**src/rtl/detnotas_pkg.sv**
```systemverilog
// Shared definitions for the tone detector: note encoding, FSM states and the
// default 12 MHz note periods also used by the note sequencer.
package detnotas_pkg;

    localparam logic [1:0] NOTE_NONE = 2'd3;

    typedef enum logic [1:0] {
        IDLE   = 2'd0,
        ARMED  = 2'd1,
        LOCKED = 2'd2
    } state_t;

    localparam int DEF_N0 = 45867;
    localparam int DEF_N1 = 40863;
    localparam int DEF_N2 = 36404;

endpackage

```
**src/rtl/detnotas_sync_rise.sv**
```systemverilog
// Two-flop synchronizer plus a third flop for rising-edge detection of an
// asynchronous input; rise is a one-cycle pulse per clean low-to-high change.
module sync_rise (
    input  logic clk,
    input  logic rstn,
    input  logic d,
    output logic rise
);

    logic s1_q;
    logic s2_q;
    logic s3_q;

    always_ff @(posedge clk or negedge rstn) begin
        if (!rstn) begin
            s1_q <= 1'b0;
            s2_q <= 1'b0;
            s3_q <= 1'b0;
        end else begin
            s1_q <= d;
            s2_q <= s1_q;
            s3_q <= s2_q;
        end
    end

    assign rise = s2_q & ~s3_q;

endmodule

```
**src/rtl/detnotas.sv**
```systemverilog
// Tone detector: measures the rise-to-rise period of ch_in in clk cycles and
// classifies it against three note periods, reporting a stable note or silence.
module detnotas
    import detnotas_pkg::*;
#(
    parameter int N0      = DEF_N0,
    parameter int N1      = DEF_N1,
    parameter int N2      = DEF_N2,
    parameter int TOL     = 256,
    parameter int TIMEOUT = 65535,
    parameter int W       = 16
) (
    input  logic         clk,
    input  logic         rstn,
    input  logic         ch_in,
    output logic [W-1:0] period,
    output logic         valid,
    output logic [1:0]   note,
    output logic         silence
);

    localparam logic [W-1:0] TIMEOUT_W = W'(TIMEOUT);

    logic         rise;
    logic [W-1:0] cnt_q;
    logic [W-1:0] cnt_d;
    state_t       state_q;
    logic [W-1:0] period_q;
    logic         valid_q;
    logic [1:0]   note_q;
    logic         silence_q;
    logic [1:0]   last_cand_q;
    logic [1:0]   cand;

    sync_rise u_sync (
        .clk  (clk),
        .rstn (rstn),
        .d    (ch_in),
        .rise (rise)
    );

    // Unsigned distance on W+1 bits so neither direction can wrap.
    function automatic logic in_tol(input logic [W-1:0] c, input int nk);
        logic [W:0] a;
        logic [W:0] b;
        logic [W:0] diff;
        a    = {1'b0, c};
        b    = (W+1)'(nk);
        diff = (a >= b) ? (a - b) : (b - a);
        return (diff <= (W+1)'(TOL));
    endfunction

    always_comb begin
        cand = NOTE_NONE;
        if (in_tol(cnt_q, N0)) begin
            cand = 2'd0;
        end else if (in_tol(cnt_q, N1)) begin
            cand = 2'd1;
        end else if (in_tol(cnt_q, N2)) begin
            cand = 2'd2;
        end
    end

    always_comb begin
        cnt_d = cnt_q;
        if (rise) begin
            cnt_d = W'(1);
        end else if (cnt_q != {W{1'b1}}) begin
            cnt_d = cnt_q + W'(1);
        end
    end

    // A rise takes priority over a timeout landing in the same cycle.
    always_ff @(posedge clk or negedge rstn) begin
        if (!rstn) begin
            state_q     <= IDLE;
            cnt_q       <= '0;
            period_q    <= '0;
            valid_q     <= 1'b0;
            note_q      <= NOTE_NONE;
            silence_q   <= 1'b1;
            last_cand_q <= NOTE_NONE;
        end else begin
            cnt_q   <= cnt_d;
            valid_q <= 1'b0;
            if (rise) begin
                case (state_q)
                    IDLE: begin
                        state_q   <= ARMED;
                        silence_q <= 1'b0;
                    end
                    default: begin
                        period_q    <= cnt_q;
                        valid_q     <= 1'b1;
                        last_cand_q <= cand;
                        if ((cand == last_cand_q) && (cand != NOTE_NONE)) begin
                            note_q  <= cand;
                            state_q <= LOCKED;
                        end else begin
                            note_q  <= NOTE_NONE;
                            state_q <= ARMED;
                        end
                    end
                endcase
            end else if (cnt_q == TIMEOUT_W) begin
                state_q     <= IDLE;
                note_q      <= NOTE_NONE;
                silence_q   <= 1'b1;
                last_cand_q <= NOTE_NONE;
            end
        end
    end

    assign period  = period_q;
    assign valid   = valid_q;
    assign note    = note_q;
    assign silence = silence_q;

endmodule

```
**config.mk**
```make
export PLATFORM = sky130hd
export DESIGN_NAME = detnotas
export DESIGN_NICKNAME = d
export VERILOG_FILES = /design/src/rtl/detnotas_pkg.sv /design/src/rtl/detnotas_sync_rise.sv /design/src/rtl/detnotas.sv
export SDC_FILE = /design/constraint.sdc
export NUM_CORES = 1
export LEC_CHECK = 0
export BUFFER_PORTS_ARGS = -buffer_cell sky130_fd_sc_hd__buf_2
export CAP_MARGIN = 30
export CORE_MARGIN = 5
export CORE_UTILIZATION = 30
export DETAILED_ROUTE_END_ITERATION = 7
export GPL_ROUTABILITY_DRIVEN = 1
export HOLD_SLACK_MARGIN = 0.02
export PLACE_DENSITY = 0.54
export SLEW_MARGIN = 40
export SYNTH_ARGS = -nofsm -noshare
export SYNTH_HDL_FRONTEND = slang
export SYNTH_SLANG_ARGS = --single-unit
```
**constraint.sdc**
```tcl
create_clock -name clk -period 3 [get_ports clk]
set_input_delay 0.45 -clock clk [delete_from_list [all_inputs] [get_ports clk]]
set_output_delay 0.45 -clock clk [all_outputs]
set_load 0.02 [all_outputs]
```
Word level (Yosys, flattened, before mapping)
Cells that the tools add are included.

Input bits: 3. Bits in registers: 43. Output and inout bits: 20.

Muxes and demuxes: 23. Bitwise operators: 3. Reductions and logical operators: 7. $add $sub $neg: 7. Equal/unequal tests: 6. Magnitude comparators: 6.

Operator list (number): 17-bit by 9-bit less-or-equal comparator with 1-bit output (second input constant) (3); 17-bit 2-to-1 mux (3); 16-bit by 16-bit subtractor with 17-bit output (first input constant) (3); 16-bit by 16-bit subtractor with 17-bit output (second input constant) (3); 16-bit greater-or-equal comparator (second input constant) (3); 16-bit 2-to-1 mux (2); 2-bit 2-to-1 mux (12); 16-bit by 1-bit adder with 16-bit output (second input constant) (1); 16-bit equality test (second input constant) (1); 16-bit inequality test (second input constant) (1); 1-bit 2-to-1 mux (6); 2-bit AND reduction (3); 2-bit inequality test (second input constant) (2); 2-bit nonzero test (2); 2-bit equality test (1); 2-bit logical NOT (1); 2-bit by 1-bit inequality test with 1-bit output (second input constant) (1); 1-bit inverter (2); 1-bit bitwise AND (1); 1-bit logical AND (1).

Depth between registers and ports, before layout
Gate-level depths: netlist of the first run.

Word-level depth: 11. Depth in mapped cells: 14. Mapped depth without buffers: 11.

Hierarchy
Synthesis of the first run repeated with hierarchy kept, for this count alone.

Cells, all modules: 490. Area, all modules: 3838.7 um^2.

Modules (own cells, without submodules): detnotas (sequential area each 1007.2 um^2, area each 3749.8 um^2, times used 1, cells each 486); sync_rise (sequential area each 75.1 um^2, area each 88.8 um^2, times used 1, cells each 4).

Worst setup path after synthesis of the first run
Ideal clock, no wire load.

Path type: register to register. Start point: register cnt_q[6]. End point: register state_q[0]. Required time: 2.882 ns. Path buffers: 2. Data arrival time: 3.098 ns. Clock period less this slack: 3.216 ns. Setup slack: -0.216 ns. Stages on the path, launching flop included: 14. Path through: dfrtp_1 > buf_2 > clkbuf_1 > inv_1 > ha_1 > and4bb_2 > o31ai_1 > a21oi_1 > xnor2_1 > nor4_2 > a21oi_1 > or4b_1 > o211a_2 > a21o_1.

Cells in the longest elaborated chain, start to end: 11.

RTL lines: start: declaration (line detnotas.sv:25) `logic [W-1:0] cnt_q;`; start signal: assignment (line detnotas.sv:84) `cnt_q <= cnt_d;`; 16-bit by 16-bit subtractor with 17-bit output / 16-bit greater-or-equal comparator (equally long branches) (line detnotas.sv:49) `diff = (a >= b) ? (a - b) : (b - a);`; 17-bit 2-to-1 mux (line detnotas.sv:49); 17-bit by 9-bit less-or-equal comparator with 1-bit output (line detnotas.sv:50) `return (diff <= (W+1)'(TOL));`; 1-bit 2-to-1 mux (line detnotas.sv:59) `end else if (in_tol(cnt_q, N2)) begin`; 2-bit 2-to-1 mux (line detnotas.sv:57) `end else if (in_tol(cnt_q, N1)) begin`; 2-bit 2-to-1 mux (line detnotas.sv:55) `if (in_tol(cnt_q, N0)) begin`; 2-bit equality test / 2-bit inequality test (equally long branches) (line detnotas.sv:96) `if ((cand == last_cand_q) && (cand != NOTE_NONE)) begin`; 1-bit logical AND (line detnotas.sv:96); 2-bit 2-to-1 mux (line detnotas.sv:96); 2-bit 2-to-1 mux (line detnotas.sv:87) `case (state_q)`; 2-bit 2-to-1 mux (line detnotas.sv:86) `if (rise) begin`; end signal: assignment (line detnotas.sv:89) `state_q <= ARMED;`; end signal: assignment (line detnotas.sv:98) `state_q <= LOCKED;`; end signal: assignment (line detnotas.sv:101) `state_q <= ARMED;`; end: declaration (line detnotas.sv:27) `state_t state_q;`.

Parallel ways exist; a longest one is shown, timed or not. A chain may end at the register's enable or synchronous reset.

Worst setup path after layout of the first run
Start point: register cnt_q[2]. End point: register state_q[0].

The elaborated chain is that of the path after synthesis.

==> impl_metrics.toml, run 1 <==
[floorplan]
coreArea_um2 = 12160
start_util_pct = 30.88
die_y_um = 121.9
dieArea_um2 = 14860
fp-row-count = 40
fp.dieW_um = 121.9
io_pins = 23

[finish]
nNetsFinal = 553
area_delta_synth_final_pct = 26.05
instances_no_fill = 707
antenna_cells = 0
drive_gt1_share_pct = 28.39

[placed_design]
dp_hpwl_um = 9243
place_congestion = 0.9598
place_inst = 693
io_buffers = 22

[critical_path]
crit_type = "reg2reg"
path_max_fanout = 10
cp_data_arrival_time_ns = 3.07
endpoint_kind = "flop"
required_ns = 3.17
cp-start-kind = "flop"

[clock_network]
htree_num_levels = 2
numClockSinks = 43
ctsHoldBuffers = 0
cts_tree = "yes"
cts_buffers = 5
insertion_delay_ns = 0.29
ctsLongestPathBuffers = 2
cts-root-buf = "clkbuf_16"
clk_pin_slew_ns = 0.06

[global_route]
grt_pass1_vias = 3925
grt_pass1_wl_um = 20100
overflow = 0
grt_usage_pct = 16.66
antenna_found_initial = 0
grt_max_degree = 44

[detailed_routing]
drt_iter0_drc = 288
via_per_inst = 5.482
num_vias = 3876
wl_um = 12120
wire_per_inst_um = 17.14
firstDrtPassIters = 5
drc = 0
postRouteAntennaNets = 0

[yosys]
synth_area_leader_cell = "dfrtp_1"
yosys_warnings = 0
synthArstFlopShare_pct = 100.0
ys.flop_type = "dfrtp_1"
syn_area_um2 = 3756
syn_inst = 477
synthTopCellsByArea = "dfrtp_1, nand2_1, xnor2_1"
post_synth.cell_area_avg_um2 = 7.874
syn-num-nets = 492
ys_types = 76
synth_edf_count = 0
synth-seq-cells = 43
yosysSeqAreaShare_pct = 28.81
netlist.area_leader.share_pct = 25.32

[timing]
relSlewSlack_pct = 56.27
skew_ns = 0.009227
worst_pin_slew_ns = 0.6491
fmax_mhz = 344.2
setup-violations-final = 0
period_share_pct = 96.85
fin_crit_ns = 2.905
rsz0062_at_grt = "yes"
hold_viol_final = 0
slew_viol_final = 0

[pwr]
power.density_nw_per_um2 = 410.9
cellLeakagePower_nw = 1.868
p_comb_share_pct = 37.7
p_switching_uw = 688.9
clkPwrFrac_pct = 26.3
pwr-share-seq_pct = 36.0
internal_power_mw = 1.257
switching_share_pct = 35.41
peakVddDrop_mv = 0.3434
design_power_total_mw = 1.946

[min_path]
hold_path.class = "in2async"

[flow_run]
max_cap_viol_count = 0

[status]
status = "finished clean"
==> critical path, stage by stage (launching register included) <==
cell	delay [ns]
dfrtp_2	0.48
buf_6	0.17
a211o_1	0.29
o211ai_4	0.13
a311oi_2	0.15
o31a_2	0.33
mux2_2	0.28
xnor2_1	0.13
or4b_1	0.50
o211a_4	0.17
a21o_1	0.15
==> final cells by class <==
class | count | area (µm²)
Timing Repair Buffer | 91 | 641.9
Inverter | 14 | 58.81
Fill cell | 1234 | 7427
Clock buffer | 8 | 136.4
Multi-Input combinational cell | 383 | 2600
Sequential cell | 43 | 1087
Tap cell | 168 | 210.2
==> synth_stat cells, types with 3 or more instances <==
master and instances:
nor4b_1 3, xor2_1 8, nand2_1 61, nand4_1 4
dfrtp_1 38, a21oi_1 26, inv_1 9, nand2b_1 5
a311oi_1 5, o21a_1 8, dfstp_2 5, or2_2 6
o31ai_1 5, xnor2_1 22, nor2_1 36, a31oi_1 6
clkbuf_1 18, nor4_1 5, buf_4 3, ha_1 12
o31a_1 3, clkinv_1 3, nand3_1 22, o21ai_0 34
buf_2 12, nor3_1 22, mux2i_1 4, nor2b_1 6
o211ai_1 5, or3_1 4, a21o_1 4, and2_1 3
a211oi_1 7
==> layout by cell type (no fill, tap or decap), types with 5 or more instances in the layout <==
cell type | Yosys | layout
a211oi_1 | 7 | 6
buf_4 | 3 | 67
o21ai_0 | 34 | 31
a31oi_1 | 6 | 6
dfstp_2 | 5 | 5
nor3_1 | 22 | 22
o21a_1 | 8 | 8
or2_2 | 6 | 6
nor4_1 | 5 | 5
inv_1 | 9 | 6
dfrtp_1 | 38 | 34
xnor2_1 | 22 | 22
clkbuf_16 | 0 | 5
nor2b_1 | 6 | 6
xor2_1 | 8 | 8
nand3_1 | 22 | 21
a21oi_1 | 26 | 24
buf_2 | 12 | 21
nand2b_1 | 5 | 5
ha_1 | 12 | 8
nor2_1 | 36 | 36
nand2_1 | 61 | 60
o211ai_1 | 5 | 5
==> worst paths after layout <==
path	endpoint	cells past startpoint	slack, ns	start
max in group asynchronous	cnt_q[4]	1	2.46	rstn
worst min register to register	u_sync.s2_q	0	0.35	u_sync.s1_q
min in group clk	u_sync.s1_q	1	0.28	ch_in
worst max register to register	state_q[0]	10	0.09	cnt_q[2]
worst max-delay path	state_q[0]	10	0.09	cnt_q[2]
worst min-delay path	period[14]	1	0.15	rstn
==> registers in the layout, summed over array words and instances (netlist names) <==
register and count:
cnt_q 16, last_cand_q 2, note 2, period 16, silence 1, state_q 2, u_sync.s1_q 1, u_sync.s2_q 1
u_sync.s3_q 1, valid 1
==> timing repair <==
item	in CTS	in global routing
pin swaps	0	14
setup buffers	0	6
endpoints found under the hold margin	0	0
setup endpoints to repair	4	6
resized for setup	4	34
==> metrics by stage <==
step / util, % / setup slack [ns] / TNS (ns) / cell area [µm²] / hold slack (ns)
floorplan: - / 0.006714 / 0 / 3784 / 0.1544
global placement: 36.17 / -0.06662 / -0.2007 / 4399 / 0.3419
detailed placement: 36.19 / -0.1367 / -0.3799 / 4402 / 0.3379
CTS: 37.44 / 0.003741 / 0 / 4553 / 0.1607
global route: 38.93 / -0.02650 / -0.07394 / 4735 / 0.1875
finish: 38.93 / 0.09463 / 0 / 4735 / 0.1477
==> power by group through the flow <==
stage	clock network [mW]	registers, mW	logic, mW
after floorplan	0	0.717	0.386
after global placement	0	0.692	0.668
after detailed placement	0	0.694	0.673
after CTS	0.531	0.686	0.679
after global routing	0.551	0.712	0.795
final	0.512	0.701	0.733
==> cells by family (layout without fill, tap and decap cells) <==
logic type | after synthesis | in the layout | synth area share (%)
and+or+nand+nor | 195 | 195 | 26.08
AOI/OAI and AO/OA | 141 | 141 | 26.55
DFF | 43 | 43 | 28.81
buffers and inverters | 51 | 113 | 6.196
xor gates and xnor gates | 30 | 30 | 6.995
adders and majority gates | 12 | 12 | 3.997
muxes | 5 | 5 | 1.366
==> metal layers <==
layer  share of wire [%]  GRT usage (%)  vias up
met5                   0              0        -
met4                 2.6          6.513        0
met3                 3.7          1.903       28
met2                  47          27.18      102
met1                  47          22.54     1896
li1                    -              -     1850
No activity file was read; power rests on OpenSTA's default activity.
==> run 2: changes to the inputs <==
--- a/config.mk
+++ b/config.mk
@@ -13,6 +13,7 @@
 export GPL_ROUTABILITY_DRIVEN = 1
 export HOLD_SLACK_MARGIN = 0.02
 export PLACE_DENSITY = 0.54
+export RECOVER_POWER = 25
 export SLEW_MARGIN = 40
 export SYNTH_ARGS = -nofsm -noshare
 export SYNTH_HDL_FRONTEND = slang
==> run 2 against run 1 <==
The flow now finishes with violations (capacitance limit, slew limit). Clock power about the same. Flip-flop and latch count stayed put. Critical endpoint is now note[0]. Clock-buffer cell count is the same. Critical path depth grew 3.
==> impl_metrics.toml, run 2 (synthesized netlist as in run 1, its figures left out) <==
[detailed_routing]
drc = 0
wl_um = 12130
wire_per_inst_um = 17.16
via_per_inst = 5.475
postRouteAntennaNets = 0
drt_iter0_drc = 247
firstDrtPassIters = 4
num_vias = 3871

[global_route]
grt_usage_pct = 16.66
grt_max_degree = 44
overflow = 0
grt_pass1_wl_um = 20100
antenna_found_initial = 0
grt_pass1_vias = 3925

[critical_path]
endpoint_kind = "flop"
cp_data_arrival_time_ns = 3.10
path_max_fanout = 5
crit_type = "reg2reg"
required_ns = 3.20
r2r_setup_slack_ns = 0.1
cp-start-kind = "flop"

[floorplan]
die_y_um = 121.9
fp-row-count = 40
fp.dieW_um = 121.9
start_util_pct = 30.88
io_pins = 23
coreArea_um2 = 12160
dieArea_um2 = 14860

[status]
status = "finished, violations left"
violations = "capacitance limit, slew limit"

[timing]
fmax_mhz = 344.6
worst_pin_slew_ns = 2.219
relSlewSlack_pct = -47.96
rsz0062_at_grt = "yes"
slew_viol_final = 44
setup-violations-final = 0
skew_ns = 0.008952
hold_viol_final = 0
fin_crit_ns = 2.902
tns_ns = 0
period_share_pct = 96.73

[clock_network]
clk_pin_slew_ns = 0.05
ctsHoldBuffers = 0
cts_buffers = 5
cts_tree = "yes"
numClockSinks = 43
cts-root-buf = "clkbuf_16"
ctsLongestPathBuffers = 2
htree_num_levels = 2
insertion_delay_ns = 0.28

[pwr]
peakVddDrop_mv = 0.3429
design_power_total_mw = 1.942
cellLeakagePower_nw = 1.864
power.density_nw_per_um2 = 410.5

[finish]
fillers = 1236
antenna_cells = 0
nNetsFinal = 553
final_common_cell = "buf_4"
final_core_util_pct = 38.90
instances_no_fill = 707
area_delta_synth_final_pct = 25.95
final_cell_mix = "buf_4, nand2_1, nor2_1, dfrtp_1, o21ai_0"
drive_gt1_share_pct = 28.20

[min_path]
hold_path.class = "in2reg"

[placed_design]
place_inst = 693
io_buffers = 22
dp_hpwl_um = 9243
place_congestion = 0.9598

[flow_run]
max_cap_viol_count = 1
-- run 2: cell count changes in the layout (fill, tap and decap cells not counted), sizes merged --
cell	change
clkbuf	+1
buf	-1
-- run 2: repair_timing --
item                                    in CTS  in global routing
setup buffers                                0                  6
cloned                                       0                  0
resized for setup                            4                 34
pin swaps                                    0                 14
endpoints found under the setup margin       4                  6
-- run 2: worst max-delay path, cell delays in order, from the launching register on --
cell and delay, ns:
dfrtp_1 0.40, inv_4 0.10, ha_4 0.21, or3b_4 0.41, a2111oi_4 0.36, buf_4 0.17, a221o_1 0.11, o211ai_1 0.14
a221oi_2 0.20, o21a_2 0.20, buf_4 0.11, nor2b_1 0.04, nor4b_1 0.27, nor3_1 0.09
-- run 2: power by group --
group	internal (mW)	leakage, nW	switching, mW
Combinational	0.307	1.24	0.423
Clock	0.309	0.0652	0.201
Sequential	0.640	0.554	0.0615
Total	1.26	1.86	0.686
-- run 2: area by class of cell --
type,count,area (µm²),share of cell area [%]
clock buffer,8,136.4,2.883
inverter,14,58.81,1.243
multi-input combinational,383,2600,54.96
sequential,43,1087,22.98
tap,168,210.2,4.443
timing repair buffer,91,638.1,13.49
-- run 2: worst paths after layout --
check / from / to / cells after the start
min reg2reg: u_sync.s1_q / u_sync.s2_q / 0
min: ch_in / u_sync.s1_q / 1
min in group asynchronous: rstn / period[14] / 1
max: cnt_q[6] / note[0] / 13
max reg2reg: cnt_q[6] / note[0] / 13
max in group asynchronous: rstn / cnt_q[3] / 1
-- run 2: per-layer routing --
metal | share of wire, % | GRT usage (%)
met5 | 0 | 0
met4 | 2.6 | 6.513
met3 | 3.9 | 1.903
met2 | 47 | 27.18
met1 | 47 | 22.54
-- run 2: metrics by stage --
stage,cell area [µm²],hold WS [ns],worst slack (ns)
floorplan,3784,0.1544,0.006714
global placement,4399,0.3419,-0.06662
detailed placement,4402,0.3379,-0.1367
CTS,4553,0.1607,0.003741
global route,4731,0.2778,-0.02650
finish,4731,0.2787,0.09801
==> run 3: changes to the inputs <==
==> constraint.sdc (replaced) <==
create_clock -name clk -period 2.5 [get_ports clk]
set_input_delay 0.375 -clock clk [delete_from_list [all_inputs] [get_ports clk]]
set_output_delay 0.375 -clock clk [all_outputs]
set_load 0.02 [all_outputs]
==> run 3 against run 2 <==
The run ends with capacitance limit, slew limit, setup timing left. First-iteration DRC count shrank 8.9%. Flip-flop and latch count is the same. Final area grew 13%. Clock-buffer cell count is the same. Routed wire length grew 6.0%. Cell count grew 11%. Highest routed layer unchanged. Die area is the same. Largest cell class unchanged.
==> impl_metrics.toml, run 3 (synthesized netlist as in run 1, its figures left out) <==
[global_route]
grt_usage_pct = 18.01
grt_pass1_wl_um = 21340
overflow = 0
grt_max_degree = 44
antenna_found_initial = 0
grt_pass1_vias = 4222

[pwr]
power.density_nw_per_um2 = 479.4
cellLeakagePower_nw = 2.240
design_power_total_mw = 2.554
peakVddDrop_mv = 0.6017

[clock_network]
ctsLongestPathBuffers = 2
htree_num_levels = 2
insertion_delay_ns = 0.28
cts_tree = "yes"
cts_buffers = 5
clk_pin_slew_ns = 0.06
numClockSinks = 43
cts-root-buf = "clkbuf_16"

[floorplan]
die_y_um = 121.9
coreArea_um2 = 12160
fp-row-count = 40
start_util_pct = 30.88
io_pins = 23
fp.dieW_um = 121.9
dieArea_um2 = 14860

[detailed_routing]
num_vias = 4092
wl_um = 12860
wire_per_inst_um = 16.44
drc = 0
drt_iter0_drc = 225
postRouteAntennaNets = 0
via_per_inst = 5.233
firstDrtPassIters = 5

[finish]
fin_area_um2 = 5329
antenna_cells = 0
drive_gt1_share_pct = 38.11
final_cell_mix = "buf_4, nand2_1, nor2_1, o21ai_0, dfrtp_1"
final_common_cell = "buf_4"
area_delta_synth_final_pct = 41.87
instances_no_fill = 782
fillers = 1212
nNetsFinal = 628

[timing]
fin_ws_ns = -0.4483
fmax_mhz = 339.2
hold_viol_final = 0
setup-violations-final = 6
worst_pin_slew_ns = 2.193
slew_viol_final = 44
period_share_pct = 117.9
relSlewSlack_pct = -46.22
fin_crit_ns = 2.948
rsz0062_at_grt = "yes"
skew_ns = 0.003791

[critical_path]
cp-start-kind = "flop"
cp_top_family = "compound AO/OA/AOI/OAI gates"
path_max_fanout = 5
cp_slowest_cell = "or4b_4"
required_ns = 2.69
path_cells = "buf_6 > a211o_1 > o211ai_4 > a311oi_2 > o31a_2 > mux2_2 > xnor2_1 > or4b_4 > o211a_4 > a211oi_2"
endpoint_kind = "flop"
worst-path-buf-inv = 1
cp_data_arrival_time_ns = 3.14
crit_type = "reg2reg"
max_stage_delay_ns = 0.55

[placed_design]
io_buffers = 22
place_ws_ns = -0.4924
dp_hpwl_um = 10140
place_congestion = 0.9901
place_inst = 768
place_area_um2 = 5034

[status]
status = "finished, violations left"
violations = "capacitance limit, slew limit, setup timing"

[min_path]
hold_path.class = "in2reg"

[flow_run]
max_cap_viol_count = 1
## run 3: area by class of cell
class | count | area [µm²] | area share [%]
multi-input cells | 383 | 2594 | 48.67
repair buffers | 166 | 1214 | 22.78
flip-flops and latches | 43 | 1091 | 20.47
well taps | 168 | 210.2 | 3.945
clock buffers | 8 | 156.4 | 2.935
inverters | 14 | 63.81 | 1.197
## run 3: report_power, final
group | leakage, nW | switching (mW) | internal (mW)
logic | 1.61 | 0.543 | 0.503
clock network | 0.0772 | 0.252 | 0.425
registers | 0.549 | 0.0633 | 0.768
## run 3: routing by layer
metal	global-route usage, %	vias up	wire, µm
met3	1.625	29	671
li1	-	2006	-
met5	0	-	0
met2	29.35	117	5956
met4	8.894	0	507
met1	23.89	1940	5720
## run 3: final timing paths
check	to	from	slack, ns	cells past startpoint
worst max-delay path	state_q[1]	cnt_q[2]	-0.45	10
worst min-delay path	u_sync.s1_q	ch_in	0.20	1
worst max register to register	state_q[1]	cnt_q[2]	-0.45	10
worst min register to register	u_sync.s2_q	u_sync.s1_q	0.35	0
max in group asynchronous	cnt_q[3]	rstn	0.35	1
min in group asynchronous	period[14]	rstn	0.73	1
## run 3: repair_timing
action,4_1_cts,5_1_grt
endpoints found under the setup margin,7,12
resized for setup,14,11
endpoints found under the hold margin,0,0
pin swaps,11,4
hold buffers,0,0
setup buffers,5,1
## run 3: stage by stage
step                setup TNS [ns]  util [%]  hold WS (ns)
finish                      -1.810     43.82        0.1993
global route                -6.947     43.82        0.2016
CTS                         -1.835     43.34       0.08637
detailed placement          -2.242     41.39        0.3411
global placement            -1.768     41.37        0.3368
floorplan                   -1.329         -       0.07941
